<file path="src/rtl/dram_cmd_sequencer.sv">
// Per-bank DRAM command sequencer: expands requests into PRE/ACT/RD/WR,
// tracks open rows, and injects periodic REFRESH.
module dram_cmd_sequencer #(
  parameter int BANK_GROUPS        = 8,
  parameter int BANKS_PER_GROUP    = 8,
  parameter int ROW_BITS           = 8,
  parameter int COL_BITS           = 4,
  parameter int ACTIVATION_LATENCY = 8,
  parameter int PRECHARGE_LATENCY  = 5,
  parameter int REFRESH_INTERVAL   = 1024,
  parameter int REFRESH_LATENCY    = 32
) (
  input  logic                               clk_in,
  input  logic                               rst_in,
  input  logic                               req_valid_in,
  output logic                               req_ready_out,
  input  logic                               req_write_in,
  input  logic [$clog2(BANK_GROUPS)-1:0]     bank_group_in,
  input  logic [$clog2(BANKS_PER_GROUP)-1:0] bank_in,
  input  logic [ROW_BITS-1:0]                row_in,
  input  logic [COL_BITS-1:0]                col_in,
  input  logic [511:0]                       val_in,
  input  logic                               cmd_ready_in,
  output logic                               valid_out,
  output logic [2:0]                         cmd_out,
  output logic [$clog2(BANK_GROUPS)-1:0]     bank_group_out,
  output logic [$clog2(BANKS_PER_GROUP)-1:0] bank_out,
  output logic [ROW_BITS-1:0]                row_out,
  output logic [COL_BITS-1:0]                col_out,
  output logic [511:0]                       val_out,
  output logic                               refresh_pending_out
);

  localparam int BANKS = BANK_GROUPS * BANKS_PER_GROUP;
  localparam int IW    = $clog2(BANKS);
  localparam int RCW   = $clog2(REFRESH_INTERVAL);
  localparam int WW    = 16;

  localparam logic [2:0] C_NOP = 3'd0;
  localparam logic [2:0] C_ACT = 3'd1;
  localparam logic [2:0] C_RD  = 3'd2;
  localparam logic [2:0] C_WR  = 3'd3;
  localparam logic [2:0] C_PRE = 3'd4;
  localparam logic [2:0] C_REF = 3'd5;

  typedef enum logic [2:0] {
    IDLE, PRE, PRE_WAIT, ACT, ACT_WAIT, RW, REF, REF_WAIT
  } state_t;

  state_t               state, state_nxt;
  logic [WW-1:0]        wait_cnt, wait_nxt;
  logic [RCW-1:0]       ref_cnt;
  logic                 pending;
  logic                 write_q;
  logic [BANKS-1:0]     open_q;
  logic [ROW_BITS-1:0]  row_tab [BANKS];
  logic [IW-1:0]        idx_in, idx_q;
  logic                 accept, hit, wrap, done;

  assign idx_in = {bank_group_in, bank_in};
  assign idx_q  = {bank_group_out, bank_out};
  assign req_ready_out = (state == IDLE) && !pending;
  assign accept = req_valid_in && req_ready_out;
  assign hit    = open_q[idx_in] && (row_tab[idx_in] == row_in);
  assign wrap   = (ref_cnt == RCW'(REFRESH_INTERVAL - 1));
  assign done   = valid_out && cmd_ready_in;
  assign refresh_pending_out = pending;

  always_comb begin
    state_nxt = state;
    wait_nxt  = wait_cnt;
    valid_out = 1'b0;
    cmd_out   = C_NOP;
    unique case (state)
      IDLE: begin
        if (pending)
          state_nxt = REF;
        else if (req_valid_in)
          state_nxt = hit ? RW : (open_q[idx_in] ? PRE : ACT);
      end
      PRE: begin
        valid_out = 1'b1;
        cmd_out   = C_PRE;
        if (cmd_ready_in) begin
          state_nxt = PRE_WAIT;
          wait_nxt  = WW'(PRECHARGE_LATENCY - 1);
        end
      end
      PRE_WAIT: begin
        if (wait_cnt == '0) state_nxt = ACT;
        else wait_nxt = wait_cnt - 1'b1;
      end
      ACT: begin
        valid_out = 1'b1;
        cmd_out   = C_ACT;
        if (cmd_ready_in) begin
          state_nxt = ACT_WAIT;
          wait_nxt  = WW'(ACTIVATION_LATENCY - 1);
        end
      end
      ACT_WAIT: begin
        if (wait_cnt == '0) state_nxt = RW;
        else wait_nxt = wait_cnt - 1'b1;
      end
      RW: begin
        valid_out = 1'b1;
        cmd_out   = write_q ? C_WR : C_RD;
        if (cmd_ready_in) state_nxt = IDLE;
      end
      REF: begin
        valid_out = 1'b1;
        cmd_out   = C_REF;
        if (cmd_ready_in) begin
          state_nxt = REF_WAIT;
          wait_nxt  = WW'(REFRESH_LATENCY - 1);
        end
      end
      REF_WAIT: begin
        if (wait_cnt == '0) state_nxt = IDLE;
        else wait_nxt = wait_cnt - 1'b1;
      end
      default: state_nxt = IDLE;
    endcase
  end

  always_ff @(posedge clk_in or posedge rst_in) begin
    if (rst_in) begin
      state    <= IDLE;
      wait_cnt <= '0;
      ref_cnt  <= '0;
      pending  <= 1'b0;
    end else begin
      state    <= state_nxt;
      wait_cnt <= wait_nxt;
      ref_cnt  <= wrap ? '0 : ref_cnt + 1'b1;
      // a wrap on the REF handshake edge re-arms rather than being lost
      if (wrap)
        pending <= 1'b1;
      else if (state == REF && cmd_ready_in)
        pending <= 1'b0;
    end
  end

  always_ff @(posedge clk_in or posedge rst_in) begin
    if (rst_in) begin
      write_q        <= 1'b0;
      bank_group_out <= '0;
      bank_out       <= '0;
      row_out        <= '0;
      col_out        <= '0;
      val_out        <= '0;
    end else if (accept) begin
      write_q        <= req_write_in;
      bank_group_out <= bank_group_in;
      bank_out       <= bank_in;
      row_out        <= row_in;
      col_out        <= col_in;
      val_out        <= val_in;
    end else if (state == IDLE && pending) begin
      bank_group_out <= '0;
      bank_out       <= '0;
      row_out        <= '0;
      col_out        <= '0;
    end
  end

  always_ff @(posedge clk_in or posedge rst_in) begin
    if (rst_in) begin
      open_q <= '0;
    end else if (done) begin
      if (state == PRE) open_q[idx_q] <= 1'b0;
      if (state == ACT) open_q[idx_q] <= 1'b1;
      if (state == REF) open_q <= '0;
    end
  end

  // row tags are only meaningful where the open bit is set
  always_ff @(posedge clk_in) begin
    if (done && state == ACT) row_tab[idx_q] <= row_out;
  end

endmodule

</file>
<file path="config.mk">
export PLATFORM = sky130hd
export DESIGN_NAME = dram_cmd_sequencer
export DESIGN_NICKNAME = d
export VERILOG_FILES = /design/src/rtl/dram_cmd_sequencer.sv
export SDC_FILE = /design/constraint.sdc
export NUM_CORES = 2
export LEC_CHECK = 0
export CORE_AREA = 2 2 413 415
export DETAILED_ROUTE_END_ITERATION = 16
export DIE_AREA = 0 0 415 417
export GPL_TIMING_DRIVEN = 0
export PLACE_DENSITY_LB_ADDON = 0.1
export SYNTH_ARGS = -nofsm -noshare
export SYNTH_HDL_FRONTEND = slang
export SYNTH_SLANG_ARGS = --single-unit
</file>
<file path="constraint.sdc">
create_clock -name clk_in -period 43.7 [get_ports clk_in]
set_clock_uncertainty 0.1 [all_clocks]
set_input_delay 6.555 -clock clk_in [delete_from_list [all_inputs] [get_ports clk_in]]
set_output_delay 6.555 -clock clk_in [all_outputs]
set_load 0.01 [all_outputs]
</file>
==> metrics.md <==
| Metric | Value |
|---|---|
| Area grow syn2layout | `41.8%` |
| CTS Sinks | `between 1000 and 1500` |
| Share of the synthesized area in the top cell type | `0.351` |
| CP max stage cell | `buf_1` |
| Synthesized area per cell | `between 15 and 20 µm²` |
| Worst vdd ir | `around 0.000042 V` |
| Final hold vios | `0` |
| Synth cell types | `64` |
| Gate Count Post-Synth | `around 2600` |
| Share of cells above drive strength 1 | `0.234` |
| Synth area leader | `dfrtp_1` |
| Dpl ws | `approximately 32000 ps` |
| Later-pin clock latency in the skew report | `810 ps` |
| Required time of the worst setup path | `44280 ps` |
| TritonCTS Buffers | `140` |
| Number of synthesized register bits | `1137` |
| Max incr delay on CP | `about 860 ps` |
| Synth warn | `0` |
| Vias in the first global route | `just over 30000` |
| Number of flops mapped to enable cells by yosys | `just over 500` |
| Vias | `between 30000 and 40000` |
| Chip width | `slightly above 400 µm` |
| Outcome | `finished, final reports clean` |
| Largest net degree at the start of global routing | `116` |
| Async set-reset flop share out of synthesis | `0.550` |
| CTS tree | `yes` |
| Fin nets | `around 4400` |
| Largest cells by area after synthesis | `dfrtp_1 (35%), edfxtp_1 (34%), mux2_2 (13%), mux4_2 (6.6%), o21ai_0 (1.6%)` |
| Sum Neg Setup Slack | `0 ps` |
| # port buffers | `1068` |
| Row cnt | `between 150 and 200` |
| 1st-iter DRT viols | `approximately 2700` |
| Startpoint Class | `input port` |
| Full die area | `about 0.17 mm²` |
| F_max | `roughly 94 MHz` |
| Antenna violations before repair | `60` |
| IO Count | `1071` |
| Tmin final | `10610 ps` |
| MaxCap Viol Count | `0` |
| Final Max Tran Viols | `0` |
| Worst Tran Pin Value | `~1400 ps` |
| GP Congestion | `about 0.85` |
| Crit-path max FO | `10` |
| Grt ovf | `0` |
| CTS Hold Bufs | `0` |
| Post-Syn Nets | `approximately 3200` |
| Seq/Total Area, Yosys | `0.695` |
| Relative slew slack | `0.0754` |
| Leak Pwr | `roughly 23 nW` |
| Clock slew at reported path FFs | `roughly 50 ps` |
| HPWL after DPL | `169 mm` |
| Drt pass-1 iters | `5` |
| Initial standard-cell utilization of the core | `0.265` |
| Part of the cycle the worst path needs | `0.243` |
| Post-route ant nets | `0` |
| Drt drc | `0` |
| Synth Cell Area | `roughly 0.045 mm²` |
| Avg Vias per Cell | `~5` |
| Ys flop type | `dfrtp_1` |
| Post_cts resized | `0` |
| H-tree Lvls | `4` |
| First-pass GRT wire length | `between 200 and 300 mm` |
| Pwr/cell area | `around 72 mW/mm²` |
| Crit Path Category | `input port to register` |
| WL per Instance | `~35 µm` |
| Global Route Usage Sum | `0.244` |
| Crit path cell chain | `clkdlybuf4s50_1, buf_2, buf_2, buf_1, mux4_2, o21ai_0, o2111ai_1, mux2i_1, xor2_1, nand4_1, o31ai_1` |
| Die Height | `417 µm` |
| Worst Setup End Kind | `register` |
| Finished Core Util | `0.375` |
| Final worst slack | `about 33000 ps` |
| Final WL | `about 220 mm` |
| Maximum clock path buffer count | `3` |
| Unrepaired setup endpoints after global routing | `false` |
| # setup viols final | `0` |
| Placeable core area | `0.169 mm²` |
| Setup repair bufs after CTS | `0` |
| Hold Path Class | `register to register` |
| CP Data Arrival Time | `11190 ps` |
| CTS root buffer | `clkbuf_16` |
| CP most frequent cell | `buf_2` |
per-stage QoR:
step	power (mW)	cell area [µm²]	hold WS (ps)	cells
3_3_place_gp	3.33	58100	355	5928
6_report	4.52	63200	368	6202
3_5_place_dp	3.34	58400	360	5942
5_1_grt	4.70	63200	403	6194
4_1_cts	4.58	63200	372	6192
2_1_floorplan	2.23	44600	333	2642
critical path, delay by kind of cell:
family	cells	cell delay, ps
buf+inv	4	2230
mux	2	710
simple gates	1	300
xor+xnor	1	180
compound gates	3	1180
power by group:
group	internal (mW)	switching [mW]	leakage, nW
clock	0.709	0.506	2.33
sequential	1.46	0.278	12.2
combinational	0.777	0.794	8.76
final cells by class:
class | count | area [µm²]
fill | 16100 | 105000
sequential | 1137 | 31000
multi-input combinational | 1335 | 12800
timing repair buffer | 1082 | 11000
clock buffer | 189 | 3870
tap | 2218 | 2780
clock inverter | 61 | 915
buffer | 160 | 708
inverter | 10 | 45.0
antenna | 10 | 25.0
cells in the final DEF, fill, tap and decap left out, types with 23 or more instances in the layout:
cell type / n
nand2_1: 57
mux2_2: 520
clkdlybuf4s50_1: 1068
clkinv_2: 23
nor2_1: 117
mux4_2: 131
clkbuf_1: 157
edfxtp_1: 512
o21ai_0: 139
dfrtp_1: 617
a22oi_1: 28
a21oi_1: 86
clkbuf_16: 141
mux2i_1: 50
synthesized netlist by cell type, types with 4 or more instances:
cell / instances
a22o_1: 20
edfxtp_1: 512
or3_1: 11
nor4_1: 4
clkbuf_1: 126
buf_2: 13
o21ai_0: 139
o22ai_1: 15
a22oi_1: 28
nand3b_1: 8
a21oi_1: 86
a21o_1: 5
or3b_2: 6
buf_1: 6
xnor2_1: 12
nor2b_1: 11
buf_4: 6
and2_1: 5
nand3_1: 19
nor2_1: 117
nor3_1: 10
nand2_1: 57
nand2b_1: 7
buf_6: 9
mux4_2: 131
mux2i_1: 50
inv_1: 9
mux2_2: 520
xor2_1: 12
dfrtp_1: 625
state kept, by name (all words and copies together), names as in the netlist:
register and count:
refresh_pending_out 1, open_q 64, ref_cnt 10, row_tab 512
val_out 512, bank_out 3, col_out 4, write_q 1
state 3, bank_group_out 3, row_out 8, wait_cnt 16
metal layers:
metal	GRT usage	wire [µm]	part of all wire	vias to the layer above
li1	-	-	-	12500
met1	0.300	85200	0.40	16000
met2	0.408	106000	0.49	1246
met3	0.0868	18700	0.087	294
met4	0.0601	5250	0.024	54
met5	0	346	0.0016	-
cell families after synthesis:
family,Yosys count,synth area share
adders and majority gates,3,0.000842
buffers and inverters,170,0.0167
and+or+nand+nor,278,0.0299
DFF,1137,0.695
xor gates and xnor gates,24,0.00471
muxes,701,0.209
AOI/OAI and AO/OA,329,0.0438
final timing paths:
check	start	endpoint	slack, ps	cells after the start
min in group asynchronous	rst_in	val_out[40]	6110	2
max in group asynchronous	rst_in	val_out[270]	34980	6
worst min-delay path	ref_cnt[0]	ref_cnt[0]	370	1
worst max register to register	state[1]	row_tab[37][1]	39500	6
worst max-delay path	bank_in[1]	state[2]	33090	11
worst min register to register	ref_cnt[0]	ref_cnt[0]	370	1
Note: power is estimated with default switching activity, not from simulation.
